## src/rtl/ladner_fischer_adder.sv

```systemverilog
// Registered WIDTH-bit adder whose carries come from a Ladner-Fischer
// parallel-prefix network of radix VALENCY (2 or 4); one cycle of latency.
module ladner_fischer_adder #(
   parameter int WIDTH   = 128,
   parameter int VALENCY = 2
) (
   input  logic             clk,
   input  logic             rst,
   input  logic [WIDTH:1]   A,
   input  logic [WIDTH:1]   B,
   input  logic             Cin,
   output logic [WIDTH:1]   S,
   output logic             Cout
);

   // Smallest number of radix-v levels whose span covers n prefix positions.
   function automatic int calc_levels(input int n, input int v);
      int  lvl;
      int  span;
      lvl  = 0;
      span = 1;
      while (span < n) begin
         span = span * v;
         lvl  = lvl + 1;
      end
      return lvl;
   endfunction

   localparam int NPOS   = WIDTH + 1;
   localparam int LEVELS = calc_levels(NPOS, VALENCY);
   localparam int NPAD   = VALENCY ** LEVELS;

   if (VALENCY != 2 && VALENCY != 4) begin : g_bad_valency
      $error("ladner_fischer_adder: VALENCY must be 2 or 4");
   end

   if (WIDTH < 2 || WIDTH > 256) begin : g_bad_width
      $error("ladner_fischer_adder: WIDTH must be in 2..256");
   end

   logic [WIDTH:1] s_d;
   logic [WIDTH:1] s_q;
   logic           cout_d;
   logic           cout_q;

   for (genvar k = 0; k <= LEVELS; k++) begin : g_level
      logic [NPAD-1:0] g;
      logic [NPAD-1:0] p;

      if (k == 0) begin : g_pre
         always_comb begin
            g    = '0;
            p    = '0;
            g[0] = Cin;
            for (int i = 1; i <= WIDTH; i++) begin
               g[i] = A[i] & B[i];
               p[i] = A[i] ^ B[i];
            end
         end
      end else begin : g_tree
         localparam int SUB = VALENCY ** (k - 1);

         // Each position in sub-block s of a VALENCY^k block absorbs the last
         // prefix of every lower sub-block, nearest first, in a single cell.
         always_comb begin
            g = g_level[k-1].g;
            p = g_level[k-1].p;
            for (int pos = 0; pos < NPAD; pos++) begin
               int sub_idx;
               int base;
               sub_idx = (pos / SUB) % VALENCY;
               base    = pos - (pos % (SUB * VALENCY));
               for (int t = VALENCY - 2; t >= 0; t--) begin
                  if (t < sub_idx) begin
                     g[pos] = g[pos] | (p[pos] & g_level[k-1].g[base + (t + 1) * SUB - 1]);
                     p[pos] = p[pos] & g_level[k-1].p[base + (t + 1) * SUB - 1];
                  end
               end
            end
         end
      end
   end

   // Final-level G at position i is the carry out of bit i (Cin sits at 0).
   always_comb begin
      s_d    = '0;
      cout_d = g_level[LEVELS].g[WIDTH];
      for (int i = 1; i <= WIDTH; i++) begin
         s_d[i] = g_level[0].p[i] ^ g_level[LEVELS].g[i-1];
      end
   end

   always_ff @(posedge clk) begin
      if (rst) begin
         s_q    <= '0;
         cout_q <= 1'b0;
      end else begin
         s_q    <= s_d;
         cout_q <= cout_d;
      end
   end

   assign S    = s_q;
   assign Cout = cout_q;

endmodule

```

## config.mk

```make
export PLATFORM = sky130hd
export DESIGN_NAME = ladner_fischer_adder
export DESIGN_NICKNAME = d
export VERILOG_FILES = /design/src/rtl/ladner_fischer_adder.sv
export SDC_FILE = /design/constraint.sdc
export NUM_CORES = 1
export LEC_CHECK = 0
export BUFFER_PORTS_ARGS = -buffer_cell sky130_fd_sc_hd__buf_2
export CAP_MARGIN = 5
export CORE_AREA = 2 2 150 152
export CTS_CLUSTER_DIAMETER = 60
export CTS_CLUSTER_SIZE = 28
export DETAILED_ROUTE_END_ITERATION = 10
export DIE_AREA = 0 0 152 154
export GPL_ROUTABILITY_DRIVEN = 0
export PLACE_DENSITY = 0.69
export RECOVER_POWER = 50
export SLEW_MARGIN = 10
export SYNTH_ARGS = -nofsm -noshare
export SYNTH_HDL_FRONTEND = slang
export SYNTH_SLANG_ARGS = --single-unit
```

## constraint.sdc

```tcl
create_clock -name clk -period 4.62 [get_ports clk]
set_input_delay 0.693 -clock clk [delete_from_list [all_inputs] [get_ports clk]]
set_output_delay 0.693 -clock clk [all_outputs]
set_load 0.02 [all_outputs]
```

* Word-level counts from Yosys, hierarchy flattened
Index checks and enable logic that the tools add are counted.
** Cells by class
- Shifts and indexed selects :: 0
- Add/sub/neg operators :: 0
- Equal/unequal tests :: 0
- Reduce and logical (&&, ||, !) cells :: 0
- Bitwise logic cells :: 1603
- Divide/modulo/power cells :: 0
- Magnitude comparators :: 0
- Multipliers :: 0
- Muxes and demuxes :: 0
** Operators by type and width (number)
- AND 1 bit :: 898
- bitwise OR 1 bit :: 449
- bitwise XOR 1 bit :: 256
** Storage, ports and cells
- Latch bits :: 0
- Flip-flop bits (word level) :: 129
- Memory bits (read-only) :: 0
- Output and inout bits :: 129
- Logic and storage cells :: 1605
- Memories :: 0
- RAM bits :: 0

* Depth between registers and ports, before layout
- Depth in word-level cells :: 17
- Mapped depth :: 15

* Worst setup path before layout
Ideal clock, no wire load.
- Path kind :: input port to flip-flop
- From :: in A[1] in the netlist's numbering
- To :: reg s_q, in the netlist S[128]
- Library setup time :: 126 ps
- Slack :: 808 ps
- Arrival time :: 3686 ps
- Buffers on the path :: 0
- Cell stages on the path :: 15
- Path through :: inv_1 > fa_1 > nor2b_1 > o31a_1 > o211ai_2 > a2111oi_4 > nor2_2 > o211a_4 > a21oi_4 > o2111ai_1 > a41oi_2 > a21oi_1 > o21ba_1 > fa_1 > nor2_1
** Between the ends
- Word-level cells in the longest chain between the ends :: 16
- Elaborated cells on any way between the ends :: 17
- Those cells by class :: 17 x bitwise
** RTL lines
- start, declared :: RTL line 9 : input logic [WIDTH:1] A,
- bitwise XOR 1 bit :: RTL line 57 : p[i] = A[i] ^ B[i];
- AND 1 bit :: RTL line 75 : g[pos] = g[pos] | (p[pos] & g_level[k-1].g[base + (t + 1) * SUB - 1]);
- bitwise OR 1 bit * :: RTL line 75
- AND 1 bit * :: RTL line 75
- bitwise OR 1 bit * :: RTL line 75
- AND 1 bit * :: RTL line 75
- bitwise OR 1 bit * :: RTL line 75
- AND 1 bit * :: RTL line 75
- bitwise OR 1 bit * :: RTL line 75
- AND 1 bit * :: RTL line 75
- bitwise OR 1 bit * :: RTL line 75
- AND 1 bit * :: RTL line 75
- bitwise OR 1 bit * :: RTL line 75
- AND 1 bit * :: RTL line 75
- bitwise OR 1 bit * :: RTL line 75
- bitwise XOR 1 bit * :: RTL line 89 : s_d[i] = g_level[0].p[i] ^ g_level[LEVELS].g[i-1];
- end signal, assigned :: RTL line 95 : s_q <= '0;
- end signal, assigned :: RTL line 98 : s_q <= s_d;
- end, declared :: RTL line 42 : logic [WIDTH:1] s_q;
Mark *: on every way between the ends. The rest lies on a longest branch, timed or not.
A chain may end at the register's enable or synchronous reset.

* Final worst setup path
- From :: in A[14] in the netlist's numbering
- To :: reg s_q, in the netlist S[128]
** Between the ends
- Word-level cells in the longest chain between the ends :: 13
- Elaborated cells on any way between the ends :: 20
- Those cells by class :: 20 x bitwise
** RTL lines (RTL line)
- AND 1 bit / bitwise XOR 1 bit (equally long branches) :: 56, 57
- AND 1 bit (on tied branches) :: 75, 76
- bitwise OR 1 bit (tied with other cells) (2 in series) :: 75
- bitwise OR 1 bit / AND 1 bit (equally long branches) :: 75
- bitwise OR 1 bit * :: 75
- AND 1 bit * :: 75
- bitwise OR 1 bit * :: 75
- AND 1 bit * :: 75
- bitwise OR 1 bit * :: 75
- AND 1 bit * :: 75
- bitwise OR 1 bit * :: 75
- bitwise XOR 1 bit * :: 89
Marked as above.

==> metrics.txt <==
# TYPE chip_impl_metric gauge
chip_impl_info{name="outcome",value="finished with violations"} 1
chip_impl_info{name="failed_checks",value="capacitance limit, slew limit"} 1
chip_impl_info{name="hold_path_startpoint",value="B[64]"} 1
chip_impl_metric{name="clock_sink_count",unit=""} 129
chip_impl_metric{name="dp_hpwl",unit="um"} 21900
chip_impl_metric{name="routed_wire_length_per_instance",unit="um"} 15.9
chip_impl_info{name="worst_setup_path_end_kind",value="flop"} 1
chip_impl_metric{name="final.fill_count",unit=""} 2125
chip_impl_metric{name="summed_negative_setup_slack_over_all_endpoints",unit="ns"} 0
chip_impl_info{name="hold_end",value="S[64]"} 1
chip_impl_metric{name="number_of_vias_in_the_routed_layout",unit=""} 8381
chip_impl_metric{name="worstPathArrival",unit="ns"} 4.24
chip_impl_metric{name="num-nets-final",unit=""} 1759
chip_impl_metric{name="global_route.usage.met1",unit=""} 0.254
chip_impl_metric{name="hold_viol",unit=""} 0
chip_impl_metric{name="sequentialPowerShare",unit=""} 0.318
chip_impl_metric{name="synth_simple_gate_area_share",unit=""} 0.169
chip_impl_metric{name="ctsLongestPathBuffers",unit=""} 2
chip_impl_metric{name="switchingPower",unit="W"} 0.00138
chip_impl_metric{name="synth_enable_flop_cells",unit=""} 0
chip_impl_metric{name="number_of_antenna_violations_at_the_first_check_in_global_routing",unit=""} 4
chip_impl_metric{name="power.ir.vdd_worst",unit="uV"} 220
chip_impl_metric{name="layout_min_cycle_time",unit="ns"} 3.94
chip_impl_metric{name="met3_track_usage_gr",unit=""} 0.0755
chip_impl_metric{name="fp-row-count",unit=""} 54
chip_impl_metric{name="grt_util_met2",unit=""} 0.382
chip_impl_metric{name="grt_start_max_net_pins",unit=""} 78
chip_impl_metric{name="synth_nets",unit=""} 1369
chip_impl_info{name="ys.flop_type",value="dfxtp_1"} 1
chip_impl_metric{name="synth-xor-area-share",unit=""} 0.0913
chip_impl_metric{name="drt_first_pass_iters",unit=""} 4
chip_impl_metric{name="power_density",unit="nW/um^2"} 362
chip_impl_metric{name="i_o_pins",unit=""} 388
chip_impl_info{name="cts-root-buf",value="clkbuf_16"} 1
chip_impl_metric{name="avgSynthCellArea",unit="sq um"} 8.84
chip_impl_metric{name="clk_pin_slew",unit="ns"} 0.06
chip_impl_info{name="synth_top_family_by_area",value="adder cells"} 1
chip_impl_metric{name="resized_after_cts",unit=""} 0
chip_impl_metric{name="drt_iter0_drc",unit=""} 376
chip_impl_metric{name="min_period_over_period",unit=""} 0.853
chip_impl_metric{name="synth_compound_area_frac",unit=""} 0.198
chip_impl_metric{name="holdWs",unit="ns"} 0.669
chip_impl_metric{name="stdcell_area",unit="sq um"} 11400
chip_impl_metric{name="yosys-mux-area-fraction",unit=""} 0.0159
chip_impl_metric{name="grt_util_all_layers",unit=""} 0.222
chip_impl_metric{name="grt_overflow_total",unit=""} 0
chip_impl_metric{name="initial_utilization",unit=""} 0.398
chip_impl_metric{name="post_synth_num_cell_types",unit=""} 70
chip_impl_metric{name="drt.antenna.violating_nets",unit=""} 0
chip_impl_metric{name="syn-cell-area",unit="sq um"} 8630
chip_impl_metric{name="floorplan.die.height",unit="um"} 154
chip_impl_metric{name="grt_pass1_wl",unit="um"} 41500
chip_impl_metric{name="combPwrFrac",unit=""} 0.318
chip_impl_metric{name="seq_area_frac_synth",unit=""} 0.299
chip_impl_metric{name="port_buffers",unit=""} 387
chip_impl_metric{name="switching_power_share_of_the_total",unit=""} 0.335
chip_impl_metric{name="maxCapViolations",unit=""} 1
chip_impl_metric{name="yosysWarningCount",unit=""} 0
chip_impl_metric{name="p_clk_frac",unit=""} 0.364
chip_impl_metric{name="dp_slack",unit="ns"} 0.269
chip_impl_metric{name="setup_viol",unit=""} 0
chip_impl_metric{name="synth-seq-cells",unit=""} 129
chip_impl_info{name="grt_busiest_layer",value="met2"} 1
chip_impl_metric{name="place_area",unit="sq um"} 10900
chip_impl_metric{name="avgViaCountPerCell",unit=""} 5.04
chip_impl_metric{name="setup_ws",unit="ns"} 0.680
chip_impl_metric{name="worst_path_fanout_max",unit=""} 6
chip_impl_metric{name="async_sr_flop_fraction",unit=""} 0
chip_impl_metric{name="postSynthCellCount",unit=""} 976
chip_impl_metric{name="ctsHoldBuffers",unit=""} 0
chip_impl_metric{name="route.final.wire_length",unit="um"} 26500
chip_impl_metric{name="die_width",unit="um"} 152
chip_impl_info{name="setup_repair_after_global_routing_missed_its_margin",value="no"} 1
chip_impl_metric{name="drcViolationCount",unit=""} 0
chip_impl_info{name="tritoncts",value="done"} 1
chip_impl_metric{name="leakagePower",unit="nW"} 5.51
chip_impl_metric{name="synth_fa_ha_area_frac",unit=""} 0.201
chip_impl_metric{name="min_path_cells",unit=""} 3
chip_impl_metric{name="core",unit="sq um"} 21700
chip_impl_metric{name="p_int",unit="W"} 0.00274
chip_impl_metric{name="timing_worst_slew_pin_value",unit="ns"} 3.60
chip_impl_metric{name="cts_inserted_buffers",unit=""} 17
chip_impl_metric{name="number_of_post_cts_setup_repair_buffers",unit=""} 0
chip_impl_metric{name="max_h_tree_level",unit=""} 4
chip_impl_metric{name="timing.final.max_slew_violations",unit=""} 77
chip_impl_info{name="holdCritPathClass",value="input pin to flop"} 1
chip_impl_metric{name="achievable-frequency",unit="MHz"} 254
chip_impl_metric{name="die_area",unit="sq um"} 23400
chip_impl_metric{name="layout-area-overhead-vs-synth",unit="%"} 31.6
chip_impl_metric{name="crit_required",unit="ns"} 4.92
chip_impl_info{name="type_of_element_launching_the_critical_path",value="input pin"} 1
chip_impl_metric{name="fraction_of_layout_instances_using_a_drive_strength_above_1",unit=""} 0.232
chip_impl_info{name="worstSetupPathType",value="input pin to flop"} 1
chip_impl_metric{name="max_slew_margin",unit=""} -1.40
chip_impl_metric{name="grt_pass1_vias",unit=""} 8165
==> sequential cells by signal, indices dropped and copies added (netlist names) <==
| register | count |
|---|---|
| Cout | 1 |
| S | 128 |
==> placed cells by master, fill, tap and decap left out, types with 4 or more instances in the layout <==
master and instances:
dfxtp_1 129, a21o_1 51, and3_1 7, a211oi_1 5, clkbuf_16 17, fa_1 8, o21ai_1 10, nand2b_1 8
mux2_1 8, nand3_1 13, a21boi_1 5, bufinv_16 4, a31oi_1 13, o21bai_1 9, xor2_1 36, a41oi_1 6
xnor2_1 54, nand2_1 42, ha_1 126, and2_1 4, o21a_1 10, and4_1 6, inv_1 38, o21ai_0 29
nor2b_1 22, nor2_1 138, clkbuf_1 129, a21oi_1 80, nor3_1 26, buf_2 259, nand4_1 14
==> critical path, cell delays in order <==
cell and delay (ns):
buf_2 0.10, ha_1 0.35, nand2_1 0.11, nor4_1 0.44, o211ai_2 0.23, a2111oi_4 0.34
nor2_2 0.15, o211a_4 0.30, a21oi_4 0.19, o2111ai_1 0.17, a41oi_2 0.27, a21oi_1 0.14
o21ba_1 0.20, fa_1 0.48, nor2_1 0.04
==> cells in the mapped netlist (4+ instances only) <==
cell type / n / area [sq um]
nor2_1: 138 / 518
o21bai_1: 9 / 67.6
a21oi_1: 80 / 400
nand2b_1: 8 / 50.1
buf_1: 4 / 15.0
inv_1: 38 / 143
o21ai_0: 29 / 145
o21ai_1: 10 / 50.1
nand3_1: 13 / 65.1
nor3_1: 26 / 130
dfxtp_1: 129 / 2580
clkbuf_1: 12 / 45.0
ha_1: 126 / 1580
nand4_1: 14 / 87.6
a41oi_1: 6 / 52.6
a21boi_1: 5 / 37.5
a31oi_1: 13 / 81.3
fa_1: 8 / 160
nor2b_1: 22 / 138
mux2_1: 8 / 90.1
xor2_1: 36 / 315
nand2_1: 42 / 158
a211oi_1: 5 / 37.5
a21o_1: 51 / 383
and3_1: 7 / 43.8
o21a_1: 10 / 75.1
and2_1: 4 / 25.0
and4_1: 6 / 52.6
xnor2_1: 54 / 473
==> per-stage QoR <==
stage,cells,power (W),util
after floorplan,976,0.00222,-
after CTS,1659,0.00419,0.531
after detailed placement,1627,0.00268,0.501
after global placement,1627,0.00266,0.501
after global routing,1660,0.00435,0.524
final,1662,0.00412,0.524
==> final cells by class <==
type | count | area, sq um | area share
clock inverters | 11 | 178 | 0.0156
multi-input cells | 790 | 5820 | 0.513
flip-flops and latches | 129 | 2580 | 0.227
repair buffers | 389 | 1800 | 0.159
diodes | 3 | 7.51 | 0.000661
inverters | 39 | 146 | 0.0129
clock buffers | 21 | 470 | 0.0414
well taps | 280 | 350 | 0.0308
==> how the worst max path moves through the flow <==
stage	from	endpoint	slack, ns	depth (start not counted)
floorplan	A[1]	S[128]	0.81	15
global placement	A[51]	S[128]	0.37	15
detailed placement	A[51]	S[128]	0.27	15
CTS	A[14]	S[128]	0.70	15
global route	A[14]	S[128]	0.49	15
finish	A[14]	S[128]	0.68	15
==> power groups by stage <==
stage          Sequential (W)  Clock, W  Combinational [W]
2_1_floorplan         0.00153         0           0.000695
3_3_place_gp          0.00133         0            0.00133
3_5_place_dp          0.00133         0            0.00135
4_1_cts               0.00131   0.00153            0.00135
5_1_grt               0.00132   0.00158            0.00144
6_report              0.00131   0.00150            0.00131
==> routing by layer <==
metal	share of wire	vias to the layer above
met5	0.00049	-
met4	0.033	2
met3	0.082	53
met2	0.48	331
met1	0.41	3733
li1	-	4262
==> cells by family after synthesis <==
group	after synthesis
flip-flops	129
XOR/XNOR	90
buffers and inverters	57
adder cells (fa/ha/maj)	134
multiplexers	12
AND/OR/NAND/NOR	304
AO/OA/AOI/OAI	250
Power figures use the tool's default switching activity.
